===== config.mk =====
export PLATFORM = sky130hd
export DESIGN_NAME = cfg_chain_loader
export DESIGN_NICKNAME = d
export VERILOG_FILES = /design/src/rtl/cfg_loader_pkg.sv /design/src/rtl/cfg_crc16_serial.sv /design/src/rtl/cfg_chain_loader.sv
export SDC_FILE = /design/constraint.sdc
export NUM_CORES = 1
export LEC_CHECK = 0
export CAP_MARGIN = 5
export CORE_ASPECT_RATIO = 1.1
export CORE_MARGIN = 1.5
export CORE_UTILIZATION = 53
export DETAILED_ROUTE_END_ITERATION = 7
export PLACE_DENSITY = 0.84
export SYNTH_ARGS = -nofsm -noshare
export SYNTH_HDL_FRONTEND = slang
export SYNTH_SLANG_ARGS = --single-unit

===== constraint.sdc =====
create_clock -name clk -period 2.55 [get_ports clk]
set_input_delay 0.765 -clock clk [delete_from_list [all_inputs] [get_ports clk]]
set_output_delay 0.765 -clock clk [all_outputs]
set_load 0.1 [all_outputs]

===== src/rtl/cfg_loader_pkg.sv =====
// Shared types and CRC constants for the column configuration loader.
package cfg_loader_pkg;

  typedef enum logic [1:0] {
    IDLE  = 2'd0,
    SHIFT = 2'd1,
    SET   = 2'd2,
    DONE  = 2'd3
  } state_e;

  localparam logic [15:0] CRC_POLY = 16'h1021;
  localparam logic [15:0] CRC_INIT = 16'hFFFF;

  // One serial CRC-16-CCITT step: MSB-out feedback XORed with the incoming bit.
  function automatic logic [15:0] crc16_step(input logic [15:0] crc, input logic din);
    crc16_step = {crc[14:0], 1'b0} ^ (((crc[15] ^ din) == 1'b1) ? CRC_POLY : 16'h0000);
  endfunction

endpackage


===== src/rtl/cfg_crc16_serial.sv =====
// Bit-serial CRC-16-CCITT accumulator; clr reloads the seed, en folds in one bit.
module cfg_crc16_serial
  import cfg_loader_pkg::*;
(
  input  logic        clk,
  input  logic        rst,
  input  logic        i_clr,
  input  logic        i_en,
  input  logic        i_din,
  output logic [15:0] o_crc
);

  logic [15:0] r_crc;

  always_ff @(posedge clk) begin
    if (!rst) begin
      r_crc <= CRC_INIT;
    end else if (i_clr) begin
      r_crc <= CRC_INIT;
    end else if (i_en) begin
      r_crc <= crc16_step(r_crc, i_din);
    end
  end

  assign o_crc = r_crc;

endmodule


===== src/rtl/cfg_chain_loader.sv =====
// Streams host config words LSB-first into a CLB column chain, then latches and
// re-enables the fabric. Define CFG_CRC_EN to require a CRC-16 trailer word.
module cfg_chain_loader
  import cfg_loader_pkg::*;
#(
  parameter int unsigned WORD_W    = 32,
  parameter int unsigned CHAIN_LEN = 1024
) (
  input  logic              clk,
  input  logic              rst,
  input  logic              start,
  input  logic [WORD_W-1:0] cfg_data,
  input  logic              cfg_valid,
  output logic              cfg_ready,
  output logic              shift_out,
  output logic              shift_en,
  output logic              set_out,
  output logic              fabric_cen,
  output logic              busy,
  output logic              done,
  output logic              error
);

  localparam int unsigned CNT_W  = $clog2(CHAIN_LEN + 1);
  localparam int unsigned WIDX_W = $clog2(WORD_W + 1);

  state_e              r_state;
  logic [WORD_W-1:0]   r_hold;
  logic [CNT_W-1:0]    r_bits_left;
  logic [WIDX_W-1:0]   r_word_bits;
  logic                r_cfg_ready;
  logic                r_shift_out;
  logic                r_shift_en;
  logic                r_set_out;
  logic                r_fabric_cen;
  logic                r_busy;
  logic                r_done;
  logic                r_error;

  logic w_accept;
  logic w_start;
  logic w_shift;
  logic w_crc_ok;

  // r_cfg_ready is only ever set while in SHIFT, so this is the SHIFT handshake.
  assign w_accept = r_cfg_ready & cfg_valid;
  assign w_start  = start & ((r_state == IDLE) | (r_state == DONE));
  assign w_shift  = (r_state == SHIFT) & (r_word_bits != '0);

`ifdef CFG_CRC_EN
  localparam logic        TRAILER = 1'b1;
  localparam int unsigned CMP_W   = (WORD_W < 16) ? WORD_W : 16;

  logic [15:0] w_crc;

  cfg_crc16_serial u_crc (
    .clk   (clk),
    .rst   (rst),
    .i_clr (w_start),
    .i_en  (w_shift),
    .i_din (r_hold[0]),
    .o_crc (w_crc)
  );

  assign w_crc_ok = (cfg_data[CMP_W-1:0] == w_crc[CMP_W-1:0]);
`else
  localparam logic TRAILER = 1'b0;

  assign w_crc_ok = 1'b1;
`endif

  always_ff @(posedge clk) begin
    if (!rst) begin
      r_state      <= IDLE;
      r_hold       <= '0;
      r_bits_left  <= '0;
      r_word_bits  <= '0;
      r_cfg_ready  <= 1'b0;
      r_shift_out  <= 1'b0;
      r_shift_en   <= 1'b0;
      r_set_out    <= 1'b0;
      r_fabric_cen <= 1'b0;
      r_busy       <= 1'b0;
      r_done       <= 1'b0;
      r_error      <= 1'b0;
    end else begin
      r_shift_en <= 1'b0;
      r_set_out  <= 1'b0;
      case (r_state)
        IDLE, DONE: begin
          if (w_start) begin
            r_state      <= SHIFT;
            r_bits_left  <= CNT_W'(CHAIN_LEN);
            r_word_bits  <= '0;
            r_cfg_ready  <= 1'b1;
            r_busy       <= 1'b1;
            r_done       <= 1'b0;
            r_fabric_cen <= 1'b0;
            r_error      <= 1'b0;
          end
        end
        SHIFT: begin
          if (w_accept && (r_bits_left == '0)) begin
            // Trailer word: only reachable when the CRC check is built in.
            r_cfg_ready <= 1'b0;
            if (w_crc_ok) begin
              r_state   <= SET;
              r_set_out <= 1'b1;
            end else begin
              r_state <= IDLE;
              r_busy  <= 1'b0;
              r_error <= 1'b1;
            end
          end else if (w_accept) begin
            r_hold      <= cfg_data;
            r_word_bits <= WIDX_W'(WORD_W);
            r_cfg_ready <= 1'b0;
          end else if (w_shift) begin
            r_shift_out <= r_hold[0];
            r_shift_en  <= 1'b1;
            r_hold      <= r_hold >> 1;
            r_bits_left <= r_bits_left - CNT_W'(1);
            if (r_bits_left == CNT_W'(1)) begin
              // Chain full: drop any leftover bits of a truncated final word.
              r_word_bits <= '0;
              r_cfg_ready <= TRAILER;
            end else begin
              r_word_bits <= r_word_bits - WIDX_W'(1);
              r_cfg_ready <= (r_word_bits == WIDX_W'(1));
            end
          end else if ((r_bits_left == '0) && !TRAILER) begin
            r_state     <= SET;
            r_set_out   <= 1'b1;
            r_cfg_ready <= 1'b0;
          end
        end
        SET: begin
          r_state      <= DONE;
          r_done       <= 1'b1;
          r_fabric_cen <= 1'b1;
          r_busy       <= 1'b0;
        end
        default: r_state <= IDLE;
      endcase
    end
  end

  assign cfg_ready  = r_cfg_ready;
  assign shift_out  = r_shift_out;
  assign shift_en   = r_shift_en;
  assign set_out    = r_set_out;
  assign fabric_cen = r_fabric_cen;
  assign busy       = r_busy;
  assign done       = r_done;
  assign error      = r_error;

endmodule


== After elaboration in Yosys (flattened, before gate mapping) ==
Cells that the tools add are included.

* Word-level logic and storage cells: 86
* Output and inout bits: 8
* Bits of input ports: 36
* Bits in registers: 57

* Equality and inequality tests: 14
* Reductions and logical operators: 18
* Bitwise logic cells: 8
* Add/subtract/negate cells: 2
* Muxes and demuxes: 34

{| class="wikitable"
|+ Operator list
! kind !! count
|-
| 32-bit 2-to-1 mux || 2
|-
| 11-bit 2-to-1 mux || 4
|-
| 6-bit 2-to-1 mux || 5
|-
| 11-bit one-hot mux with 2 select lines || 1
|-
| 1-bit 2-to-1 mux || 12
|-
| 6-bit one-hot mux with 2 select lines || 1
|-
| 4-bit AND reduction || 3
|-
| 11-bit by 1-bit == test with 1-bit output, second input constant || 1
|-
| 11-bit zero test || 1
|-
| 11-bit by 1-bit subtractor with 11-bit output, second input constant || 1
|-
| 2-bit 2-to-1 mux || 5
|-
| 2-bit != test, second input constant || 4
|-
| 6-bit by 1-bit == test with 1-bit output, second input constant || 1
|-
| 3-bit by 2-bit != test with 1-bit output, second input constant || 2
|-
| 1-bit one-hot mux with 2 select lines || 3
|-
| 2-bit one-hot mux with 3 select lines || 1
|-
| 2-bit AND reduction || 3
|-
| 3-bit AND reduction || 2
|-
| 2-bit nonzero test || 3
|-
| 6-bit nonzero test || 1
|-
| 6-bit by 1-bit subtractor with 6-bit output, second input constant || 1
|-
| 5-bit by 3-bit != test with 1-bit output, second input constant || 1
|-
| 5-bit AND reduction || 1
|-
| 2-bit == test, second input constant || 2
|-
| other kinds (10) || 15
|}

== Depth between registers and ports, before layout ==
Gate-level depths: netlist (run 1).

* Depth after elaboration: 6
* Gate-level depth with buffers: 8
* Gate-level depth less buffers: 7

== Worst setup path before layout (run 1) ==
No wires, ideal clock.

* Kind: flip-flop to flip-flop
* Start point: register r_cfg_ready, in the netlist cfg_ready
* End point: register r_hold[0]
* Arrival: 2342 ps
* Clock period less this slack: 2433 ps
* Stages on the path, launching flop included: 9
* Path slack: 117 ps
* Cells stage by stage: dfxtp_1 -> nand2_1 -> clkbuf_1 -> nand3_1 -> o211a_1 -> buf_2 -> clkbuf_1 -> nor2_1 -> a311oi_1

* Cells in the longest elaborated chain, start to end: 4
* Elaborated cells on any way between the ends: 6

{| class="wikitable"
|+ Ends and longest elaborated chain
! item !! line !! source
|-
| start, declared || cfg_chain_loader.sv:31 || <nowiki>logic r_cfg_ready;</nowiki>
|-
| start signal, assigned || cfg_chain_loader.sv:129 || <nowiki>r_cfg_ready <= (r_word_bits == WIDX_W'(1));</nowiki>
|-
| 1-bit AND * || cfg_chain_loader.sv:46 || <nowiki>assign w_accept = r_cfg_ready & cfg_valid;</nowiki>
|-
| 1-bit logical AND || cfg_chain_loader.sv:103 || <nowiki>if (w_accept && (r_bits_left == '0)) begin</nowiki>
|-
| 1-bit NOT (no line) || - ||
|-
| 3-bit AND reduction (no line) || - ||
|-
| end signal, assigned || cfg_chain_loader.sv:115 || <nowiki>r_hold <= cfg_data;</nowiki>
|-
| end signal, assigned || cfg_chain_loader.sv:121 || <nowiki>r_hold <= r_hold >> 1;</nowiki>
|-
| end, declared || cfg_chain_loader.sv:28 || <nowiki>logic [WORD_W-1:0] r_hold;</nowiki>
|}

Every way passes the cells marked *; elsewhere a longest branch is shown, timed or not.
A chain may end at the register's enable or synchronous reset.

== Worst setup path after layout (run 1) ==
* Start point: input port cfg_valid
* End point: register r_word_bits[2]

* Cells in the longest elaborated chain, start to end: 4
* Elaborated cells on any way between the ends: 8

{| class="wikitable"
|+ Ends and longest elaborated chain
! item !! line !! source
|-
| start, declared || cfg_chain_loader.sv:13 || <nowiki>input logic cfg_valid,</nowiki>
|-
| 1-bit AND * || cfg_chain_loader.sv:46 ||
|-
| 6-bit 2-to-1 mux / 1-bit logical AND (equally long branches) || cfg_chain_loader.sv:114, cfg_chain_loader.sv:103 ||
|-
| 6-bit 2-to-1 mux / 2-bit != test (equally long branches) || - ||
|-
| 6-bit one-hot mux with 2 select lines / 4-bit AND reduction (equally long branches) || - ||
|-
| end signal, assigned || cfg_chain_loader.sv:116 || <nowiki>r_word_bits <= WIDX_W'(WORD_W);</nowiki>
|-
| end signal, assigned || cfg_chain_loader.sv:128 || <nowiki>r_word_bits <= r_word_bits - WIDX_W'(1);</nowiki>
|-
| end, declared || cfg_chain_loader.sv:30 || <nowiki>logic [WIDX_W-1:0] r_word_bits;</nowiki>
|}

Every way passes the cells marked *; elsewhere a longest branch is shown, timed or not. The select of a mux whose other input is x is not followed.

==> flow_summary_export.csv, run 1 <==
group,metric,value,unit
outcome,status,"finished clean",
place,pre_cts_ws,-0.0982,ns
global_route,grt-ovfl-total,0,
floorplanning,core,0.00507,mm2
yosys,syn-instance-count,348,
layout,multiInputGateArea,0.00152,mm2
layout,drive_above_1_share,0.142,
clock_network,clock_sinks,57,
min_path,hp-class,"flip-flop to flip-flop",
clock_network,cts-buffers-inserted,9,
layout,postLayoutCoreUtil,0.700,
floorplanning,fp.dieW,72.4,um
timing,period_share,0.913,
yosys,yosys_most_used_dff,"dfxtp_1",
floorplanning,rows,27,
yosys,synth_fp_nets,392,
power,p_leak,1.22,nW
global_route,grt_pass1_wl,10900,um
yosys,synth_edf_count,0,
yosys,syn-cell-area,0.00281,mm2
yosys,ys_warn_count,0,
floorplanning,die_area,0.00575,mm2
detailed_routing,wirelength,6540,um
critical_path,arrival,2.61,ns
timing,finalSetupViolations,0,
critical_path,critPathKind,"input port to flip-flop",
detailed_routing,wl_per_cell,14.2,um
clock_network,path_clk_slew,0.07,ns
place,portBuffers,42,
clock_network,ctsHoldBuffers,0,
critical_path,end_kind,"flip-flop",
layout,areaGrowthSynthToFinish,26.1,%
floorplanning,die_h,79.4,um
critical_path,crit_required,2.83,ns
yosys,synthArstFlopShare,0,
layout,final_nets,441,
detailed_routing,drt-vias-per-instance,5.82,
clock_network,h-tree-depth,3,
timing,hold_viol,0,
global_route,antenna_found_initial,0,
timing,grt_setup_unrepaired,"no",
clock_network,post_cts_resized,0,
clock_network,clockBufferDepth,2,
timing,fin_skew,0.00554,ns
flow_run,max-cap-violations,0,
timing,fin_ws,0.223,ns
timing,tns,0,ns
detailed_routing,dr.pass1.iters,4,
floorplanning,io-pin-count,44,
global_route,grt_max_degree,61,
layout,seqCellArea,0.00114,mm2
clock_network,postCtsSetupRepairBufs,0,
timing,max_slew_margin,0.666,
place,hpwl,4420,um
yosys,synth-seq-area-share,0.406,
detailed_routing,drtIter0Drc,184,
global_route,track_usage,0.244,
yosys,yosys.area.top_type,"dfxtp_1",
clock_network,clock-root-buffer,"clkbuf_8",
yosys,synth-seq-cells,57,
yosys,syn_avg_cell_area,8.08,um2
critical_path,start_kind,"input port",
clock_network,clk_latency,0.34,ns
layout,fillers,388,
yosys,synthTopCellsByArea,"dfxtp_1 41%, a311oi_1 11%, nand2_1 9.7%",
timing,maxSlewViolCount,0,
yosys,synth_cell_types,51,
detailed_routing,ant_nets,0,
power,power_density,1230,mW/mm2
timing,max_freq,430,MHz
power,vdd_drop_max,628,uV
floorplanning,start_util,0.555,
critical_path,path_max_fanout,4,
timing,min_period,2.33,ns
detailed_routing,vias,2676,
layout,diodes,0,
timing,tightest_slew,0.495,ns
yosys,netlist.area_leader.share,0.406,
global_route,grt_pass1_vias,2438,
clock_network,cts_tree,"yes",
detailed_routing,drc,0,
place,gp_congestion,0.938,
-- cells by family (layout without fill, tap and decap cells) --
| kind of cell | after synthesis | in the layout | synth area share |
|---|---|---|---|
| buf+inv | 32 | 86 | 0.0538 |
| other cells | 1 | 1 | 0.00133 |
| simple gates | 161 | 161 | 0.266 |
| flops | 57 | 57 | 0.406 |
| compound gates | 87 | 87 | 0.231 |
| xor+xnor | 1 | 1 | 0.00312 |
| fa+ha+maj | 8 | 8 | 0.0356 |
| mux | 1 | 1 | 0.00356 |
-- synthesized netlist by cell type (all sizes together), types with 2 or more instances --
master / instances
a21oi: 22
a311oi: 35
a31oi: 2
and2: 2
buf: 6
clkbuf: 18
dfxtp: 57
ha: 8
inv: 7
nand2: 73
nand2b: 4
nand3: 7
nand4: 2
nand4b: 3
nor2: 46
nor3: 5
nor4: 5
o21ai: 13
o31ai: 3
or3: 5
or4: 4
-- area by class of cell --
type                    count  area share
repair buffers             62       0.163
flip-flops and latches     57       0.322
clock inverters             6      0.0187
well taps                  58      0.0205
inverters                   8     0.00847
multi-input cells         259       0.429
clock buffers              10      0.0388
-- through the flow --
| step | hold slack [ns] | power (mW) | instances | cell area, um2 |
|---|---|---|---|---|
| 2_1_floorplan | 0.441 | 2.90 | 348 | 2810 |
| 3_3_place_gp | 0.459 | 3.39 | 444 | 3340 |
| 3_5_place_dp | 0.470 | 3.46 | 444 | 3340 |
| 4_1_cts | 0.479 | 4.34 | 460 | 3540 |
| 5_1_grt | 0.482 | 4.62 | 460 | 3540 |
| 6_report | 0.477 | 4.34 | 460 | 3540 |
-- cells in the final DEF, fill, tap and decap left out, drive strengths merged, types with 3 or more instances in the layout --
| cell type | synthesis | layout |
|---|---|---|
| a21oi | 22 | 22 |
| a311oi | 35 | 35 |
| buf | 6 | 27 |
| clkbuf | 18 | 10 |
| clkdlybuf4s50 | 0 | 35 |
| clkinvlp | 0 | 3 |
| dfxtp | 57 | 57 |
| ha | 8 | 8 |
| inv | 7 | 8 |
| nand2 | 73 | 73 |
| nand2b | 4 | 4 |
| nand3 | 7 | 7 |
| nand4b | 3 | 3 |
| nor2 | 46 | 46 |
| nor3 | 5 | 5 |
| nor4 | 5 | 5 |
| o21ai | 13 | 13 |
| o31ai | 3 | 3 |
| or3 | 5 | 5 |
| or4 | 4 | 4 |
-- worst max-delay path, stage by stage --
cell and delay [ns]:
clkdlybuf4s50_1 0.46, a21bo_2 0.26, a41oi_1 0.22, o2111ai_1 0.23, or3b_2 0.53, a21oi_1 0.13
-- registers in the layout, indices dropped and copies added (netlist names) --
| signal | flops |
|---|---|
| set_out | 1 |
| busy | 1 |
| shift_en | 1 |
| r_word_bits | 6 |
| r_hold | 32 |
| cfg_ready | 1 |
| r_bits_left | 11 |
| r_state | 2 |
| done | 1 |
| shift_out | 1 |
-- final timing paths --
kind	startpoint	endpoint	slack, ns	cells after the start
worst max-delay path	cfg_valid	r_word_bits[2]	0.22	6
worst min-delay path	r_word_bits[1]	r_word_bits[1]	0.48	2
worst max register to register	r_bits_left[0]	r_bits_left[10]	0.23	7
worst min register to register	r_word_bits[1]	r_word_bits[1]	0.48	2
-- report_power, final --
part | internal [mW] | switching [mW] | leakage (nW)
Sequential | 1.17 | 0.192 | 0.463
Clock | 0.478 | 0.386 | 0.0949
Combinational | 0.833 | 1.29 | 0.664
-- per-layer routing --
layer	part of all wire	up-vias	global-route usage
li1	-	1353	-
met1	0.45	1236	0.313
met2	0.49	69	0.388
met3	0.035	18	0.0429
met4	0.025	0	0.132
met5	0	-	0
No activity file was read; power rests on OpenSTA's default activity.
==> inputs of run 2 (changes only) <==
--- a/config.mk
+++ b/config.mk
@@ -5,12 +5,13 @@
 export SDC_FILE = /design/constraint.sdc
 export NUM_CORES = 1
 export LEC_CHECK = 0
+export ABC_CLOCK_PERIOD_IN_PS = 2000
 export CAP_MARGIN = 5
 export CORE_ASPECT_RATIO = 1.1
 export CORE_MARGIN = 1.5
-export CORE_UTILIZATION = 53
+export CORE_UTILIZATION = 28
 export DETAILED_ROUTE_END_ITERATION = 7
-export PLACE_DENSITY = 0.84
+export PLACE_DENSITY = 0.54
 export SYNTH_ARGS = -nofsm -noshare
 export SYNTH_HDL_FRONTEND = slang
 export SYNTH_SLANG_ARGS = --single-unit
==> constraint.sdc (replaced) <==
create_clock -name clk -period 2 [get_ports clk]
set_input_delay 0.6 -clock clk [delete_from_list [all_inputs] [get_ports clk]]
set_output_delay 0.6 -clock clk [all_outputs]
set_load 0.1 [all_outputs]
==> run 2 against run 1 <==
Net effect: the flow now finishes with violations (setup timing); non-clock buffer count is 24 higher; critical endpoint is now r_bits_left[10]; critical path type is now flip-flop to flip-flop; via count is 2.2% higher; sequential share of layout area is 3.9 points lower; sequential power is 29% higher; power is 42% higher.
==> flow_summary_export.csv, run 2 (synthesis results as in run 1) <==
group,metric,value,unit
timing,grt_setup_unrepaired,"yes",
detailed_routing,drtIter0Drc,98,
critical_path,arrival,2.30,ns
detailed_routing,wl_per_cell,13.3,um
clock_network,clock_sinks,57,
critical_path,slowest_stage,"or4b_4",
clock_network,clockBufferDepth,2,
timing,min_period,2.07,ns
global_route,antenna_found_initial,0,
detailed_routing,drc,0,
critical_path,start_kind,"flip-flop",
timing,whs,0.477,ns
timing,period_share,1.03,
layout,final_common_cell,"nand2_1",
floorplanning,die_h,108,um
timing,finalSetupViolations,7,
layout,largest_register_ff_count,32,
floorplanning,start_util,0.287,
layout,multiInputGateArea,0.00167,mm2
floorplanning,rows,38,
critical_path,crit_chain,"inv_2 -> ha_4 -> or4b_4 -> or4_4 -> o31ai_2 -> a21oi_1 -> a311oi_1",
timing,max_freq,484,MHz
clock_network,cts-buffers-inserted,9,
clock_network,clock-root-buffer,"clkbuf_8",
layout,final_nets,465,
power,power_density,1520,mW/mm2
layout,final_cell_mix,"72 x nand2_1, 53 x dfxtp_1, 44 x nor2_1",
floorplanning,io-pin-count,44,
floorplanning,die_area,0.0107,mm2
place,hpwl,4980,um
detailed_routing,drt-vias-per-instance,5.01,
timing,maxSlewViolCount,0,
min_path,hold_depth,2,
global_route,track_usage,0.142,
critical_path,path_max_fanout,4,
critical_path,slowest_delay,0.49,ns
clock_network,clk_latency,0.33,ns
layout,areaGrowthSynthToFinish,44.2,%
detailed_routing,dr.pass1.iters,4,
outcome,violations,"setup timing",
global_route,grt_max_degree,44,
floorplanning,core,0.00979,mm2
floorplanning,fp.dieW,98.5,um
detailed_routing,vias,2735,
clock_network,h-tree-depth,3,
layout,fin_cells,546,
global_route,grt-ovfl-total,0,
min_path,hp-class,"flip-flop to flip-flop",
power,vdd_drop_max,532,uV
clock_network,path_clk_slew,0.06,ns
flow_run,max-cap-violations,0,
timing,fin_ws,-0.0653,ns
critical_path,r2r_cells,7,
global_route,grt_pass1_wl,12400,um
place,place_area,0.00369,mm2
detailed_routing,wirelength,7260,um
power,p_leak,1.40,nW
layout,reg.largest.list,"r_hold (32), r_bits_left (11), r_word_bits (6)",
layout,final_cell_area,0.00405,mm2
place,portBuffers,42,
outcome,status,"finished with violations",
clock_network,cts_tree,"yes",
detailed_routing,ant_nets,0,
layout,diodes,0,
layout,drive_above_1_share,0.239,
place,dp_cells,526,
critical_path,reg2reg_slack,-0.07,ns
critical_path,critPathKind,"flip-flop to flip-flop",
global_route,grt_pass1_vias,2653,
timing,fin_skew,0.00522,ns
timing,hold_viol,0,
critical_path,end_kind,"flip-flop",
layout,fillers,1018,
layout,seqCellArea,0.00115,mm2
place,gp_congestion,0.844,
critical_path,crit_required,2.24,ns
layout,regMostFlops,"r_hold",
## run 2: cell types whose count changed in the layout (fill, tap and decap cells not counted), sizes merged
cell	delta
buf	+24
bufinv	-1
clkbuf	+4
clkdlybuf4s50	-1
clkinvlp	-2
dlygate4sd2	+1
inv	-1
## run 2: layer usage
layer,GRT usage,up-vias,part of all wire
met3,0.0336,10,0.034
met1,0.175,1280,0.47
li1,-,1398,-
met4,0.0483,0,0.013
met5,0,-,0
met2,0.242,47,0.48
## run 2: report_power, final
part | leakage (nW) | total (mW) | switching [mW] | internal (mW)
logic | 0.845 | 3.45 | 1.90 | 1.55
clock network | 0.0867 | 0.970 | 0.454 | 0.517
registers | 0.465 | 1.76 | 0.261 | 1.50
total | 1.40 | 6.18 | 2.61 | 3.56
## run 2: cell type report
| type | count | share of cell area |
|---|---|---|
| multi-input combinational | 259 | 0.413 |
| sequential | 57 | 0.283 |
| timing repair buffer | 86 | 0.216 |
| clock buffer | 14 | 0.0401 |
| tap | 120 | 0.0370 |
| inverter | 8 | 0.00741 |
| clock inverter | 2 | 0.00309 |
## run 2: path summary, 6_finish.rpt
kind	startpoint	endpoint
max	r_bits_left[1]	r_bits_left[10]
min	r_hold[31]	r_hold[31]
max reg2reg	r_bits_left[1]	r_bits_left[10]
min reg2reg	r_hold[31]	r_hold[31]
## run 2: worst max-delay path: cells and delay by family (launching register included)
| family | cells | cell delay, ns |
|---|---|---|
| buf+inv | 1 | 0.07 |
| fa+ha+maj | 1 | 0.13 |
| flops | 1 | 0.32 |
| simple gates | 2 | 0.95 |
| compound gates | 3 | 0.50 |
## run 2: per-stage QoR
step / setup TNS, ns / utilization / power (mW) / setup slack [ns]
after floorplan: 0 / - / 3.72 / 0.00259
after global placement: -12.28 / 0.377 / 4.77 / -0.423
after detailed placement: -13.55 / 0.377 / 4.79 / -0.479
after CTS: -0.0556 / 0.401 / 5.96 / -0.0556
after global routing: -0.837 / 0.414 / 6.63 / -0.149
final: -0.271 / 0.414 / 6.18 / -0.0653
## run 2: repair_timing
| action | in CTS | in global routing |
|---|---|---|
| setup buffers | 3 | 1 |
| endpoints found under the setup margin | 7 | 20 |
| pin swaps | 5 | 8 |
| endpoints found under the hold margin | 0 | 0 |
| hold buffers | 0 | 0 |
| gates resized for setup | 10 | 25 |
==> inputs of run 3 (changes only) <==
--- a/config.mk
+++ b/config.mk
@@ -5,13 +5,14 @@
 export SDC_FILE = /design/constraint.sdc
 export NUM_CORES = 1
 export LEC_CHECK = 0
-export ABC_CLOCK_PERIOD_IN_PS = 2000
+export ABC_AREA = 1
+export ABC_CLOCK_PERIOD_IN_PS = 2100
 export CAP_MARGIN = 5
 export CORE_ASPECT_RATIO = 1.1
 export CORE_MARGIN = 1.5
 export CORE_UTILIZATION = 28
 export DETAILED_ROUTE_END_ITERATION = 7
-export PLACE_DENSITY = 0.54
+export PLACE_DENSITY = 0.52
 export SYNTH_ARGS = -nofsm -noshare
 export SYNTH_HDL_FRONTEND = slang
 export SYNTH_SLANG_ARGS = --single-unit
==> constraint.sdc (replaced) <==
create_clock -name clk -period 2.1 [get_ports clk]
set_input_delay 0.63 -clock clk [delete_from_list [all_inputs] [get_ports clk]]
set_output_delay 0.63 -clock clk [all_outputs]
set_load 0.1 [all_outputs]
==> run 3 against run 2 <==
Net effect: the run now ends clean; wire length fell by 1.8%; synthesized cell count rose by 34%; design area rose by 0.77%; count of clock-buffer cells in the layout fell by 4; clock skew rose by 0.0019 ns.
==> flow_summary_export.csv, run 3 <==
group,metric,value,unit
global_route,antenna_found_initial,0,
yosys,netlist.area_leader.share,0.379,
critical_path,end_kind,"flip-flop",
critical_path,critPathKind,"flip-flop to flip-flop",
critical_path,start_kind,"flip-flop",
timing,grt_setup_unrepaired,"no",
critical_path,crit_chain,"inv_1 -> ha_1 -> inv_1 -> nor2_1 -> inv_1 -> o21ai_0 -> inv_1 -> nand2_1 -> nand2_2 -> inv_1 -> nor2_1 -> a21oi_1",
clock_network,ctsHoldBuffers,0,
floorplanning,io-pin-count,44,
place,place_area,0.00377,mm2
yosys,synth_edf_count,0,
global_route,grt_max_degree,23,
power,vdd_drop_max,540,uV
clock_network,postCtsSetupRepairBufs,0,
flow_run,max-cap-violations,0,
timing,whs,0.445,ns
clock_network,clockBufferDepth,2,
floorplanning,die_area,0.0114,mm2
clock_network,path_clk_slew,0.05,ns
layout,largest_register_ff_count,32,
detailed_routing,wirelength,7130,um
min_path,hold_depth,2,
critical_path,r2r_cells,12,
floorplanning,die_h,112,um
clock_network,clock-root-buffer,"clkbuf_16",
yosys,synth_fp_nets,509,
global_route,track_usage,0.134,
timing,min_period,1.79,ns
layout,diodes,0,
yosys,synth_cell_types,28,
global_route,grt-ovfl-total,0,
layout,fin_cells,668,
floorplanning,core,0.0104,mm2
timing,fin_skew,0.00714,ns
detailed_routing,dr.pass1.iters,4,
critical_path,crit_required,2.36,ns
timing,max_freq,560,MHz
place,hpwl,5160,um
yosys,synth_most_common_cell,"nand2_1",
clock_network,clk_latency,0.32,ns
floorplanning,start_util,0.288,
floorplanning,rows,39,
yosys,syn-cell-area,0.00301,mm2
layout,postLayoutCoreUtil,0.391,
layout,final_common_cell,"nand2_1",
yosys,yosys_most_used_dff,"dfxtp_1",
layout,regMostFlops,"r_hold",
critical_path,arrival,2.04,ns
place,gp_congestion,0.833,
min_path,hp-class,"flip-flop to flip-flop",
yosys,synthArstFlopShare,0,
timing,maxSlewViolCount,0,
layout,final_cell_mix,"202 x nand2_1, 56 x dfxtp_1, 39 x a21oi_1",
layout,areaGrowthSynthToFinish,35.8,%
yosys,ys_warn_count,0,
layout,final_cell_area,0.00409,mm2
yosys,synth-seq-area-share,0.379,
power,power_density,1440,mW/mm2
power,p_leak,1.80,nW
clock_network,clock_sinks,57,
yosys,synth-seq-cells,57,
clock_network,cts_tree,"yes",
detailed_routing,ant_nets,0,
detailed_routing,drtIter0Drc,137,
detailed_routing,drc,0,
clock_network,h-tree-depth,3,
layout,reg.largest.list,"r_hold (32), r_bits_left (11), r_word_bits (6)",
critical_path,slowest_delay,0.38,ns
global_route,grt_pass1_wl,12000,um
timing,period_share,0.850,
clock_network,post_cts_resized,0,
global_route,grt_pass1_vias,2635,
critical_path,slowest_stage,"dfxtp_1",
timing,finalSetupViolations,0,
place,portBuffers,42,
floorplanning,fp.dieW,102,um
layout,drive_above_1_share,0.124,
place,dp_cells,653,
yosys,synthTopCellsByArea,"dfxtp_1 38%, nand2_1 25%, a21oi_1 6.5%",
detailed_routing,drt-vias-per-instance,4.32,
yosys,syn-instance-count,465,
detailed_routing,vias,2883,
detailed_routing,wl_per_cell,10.7,um
yosys,syn_avg_cell_area,6.47,um2
critical_path,path_max_fanout,9,
outcome,status,"finished clean",
critical_path,cp_common_cell,"inv_1",
clock_network,cts-buffers-inserted,9,
timing,hold_viol,0,
yosys,synthTopCellsByCount,"202 x nand2_1, 57 x dfxtp_1, 39 x a21oi_1",
layout,final_nets,565,
yosys,yosys.area.top_type,"dfxtp_1",
## run 3: final timing paths
path         startpoint             end  slack, ns
max          r_state[0]  r_bits_left[1]       0.31
min          r_hold[15]      r_hold[15]       0.45
max reg2reg  r_state[0]  r_bits_left[1]       0.31
min reg2reg  r_hold[15]      r_hold[15]       0.45
## run 3: kinds of logic after synthesis
| group | count (synthesis) | synth area share |
|---|---|---|
| and+or+nand+nor | 275 | 0.383 |
| adders and majority gates | 8 | 0.0333 |
| other | 1 | 0.00125 |
| DFF | 57 | 0.379 |
| AOI/OAI and AO/OA | 65 | 0.112 |
| buffers and inverters | 59 | 0.0911 |
## run 3: stage by stage
stage | worst slack (ns) | TNS (ns) | total power, mW
global placement | 0.0240 | 0 | 4.36
CTS | 0.300 | 0 | 5.94
finish | 0.314 | 0 | 5.88
global route | 0.0484 | 0 | 6.35
floorplan | 0.0965 | 0 | 3.51
detailed placement | -0.0204 | -0.0250 | 4.38
## run 3: cell type report
cell class              instances  area (um2)
flip-flops and latches         57        1140
repair buffers                 65         713
inverters                      39         146
well taps                     143         179
fillers                      1141        6360
multi-input cells             349        1590
clock buffers                  10         229
clock inverters                 5        81.3
## run 3: layer usage
| metal | GRT usage | up-vias | part of all wire |
|---|---|---|---|
| li1 | - | 1559 | - |
| met1 | 0.164 | 1271 | 0.48 |
| met2 | 0.220 | 45 | 0.47 |
| met3 | 0.0395 | 8 | 0.037 |
| met4 | 0.0493 | 0 | 0.014 |
| met5 | 0 | - | 0 |
## run 3: where the power goes
group	internal [mW]	leakage, nW	switching [mW]
registers	1.29	0.464	0.187
logic	1.08	1.19	1.79
clock network	1.03	0.149	0.497
## run 3: worst max-delay path: cells and delay by family (launching register included)
kind | cells | cell delay, ns
and+or+nand+nor | 4 | 0.52
DFF | 1 | 0.38
buffers and inverters | 5 | 0.35
adders and majority gates | 1 | 0.31
AOI/OAI and AO/OA | 2 | 0.16
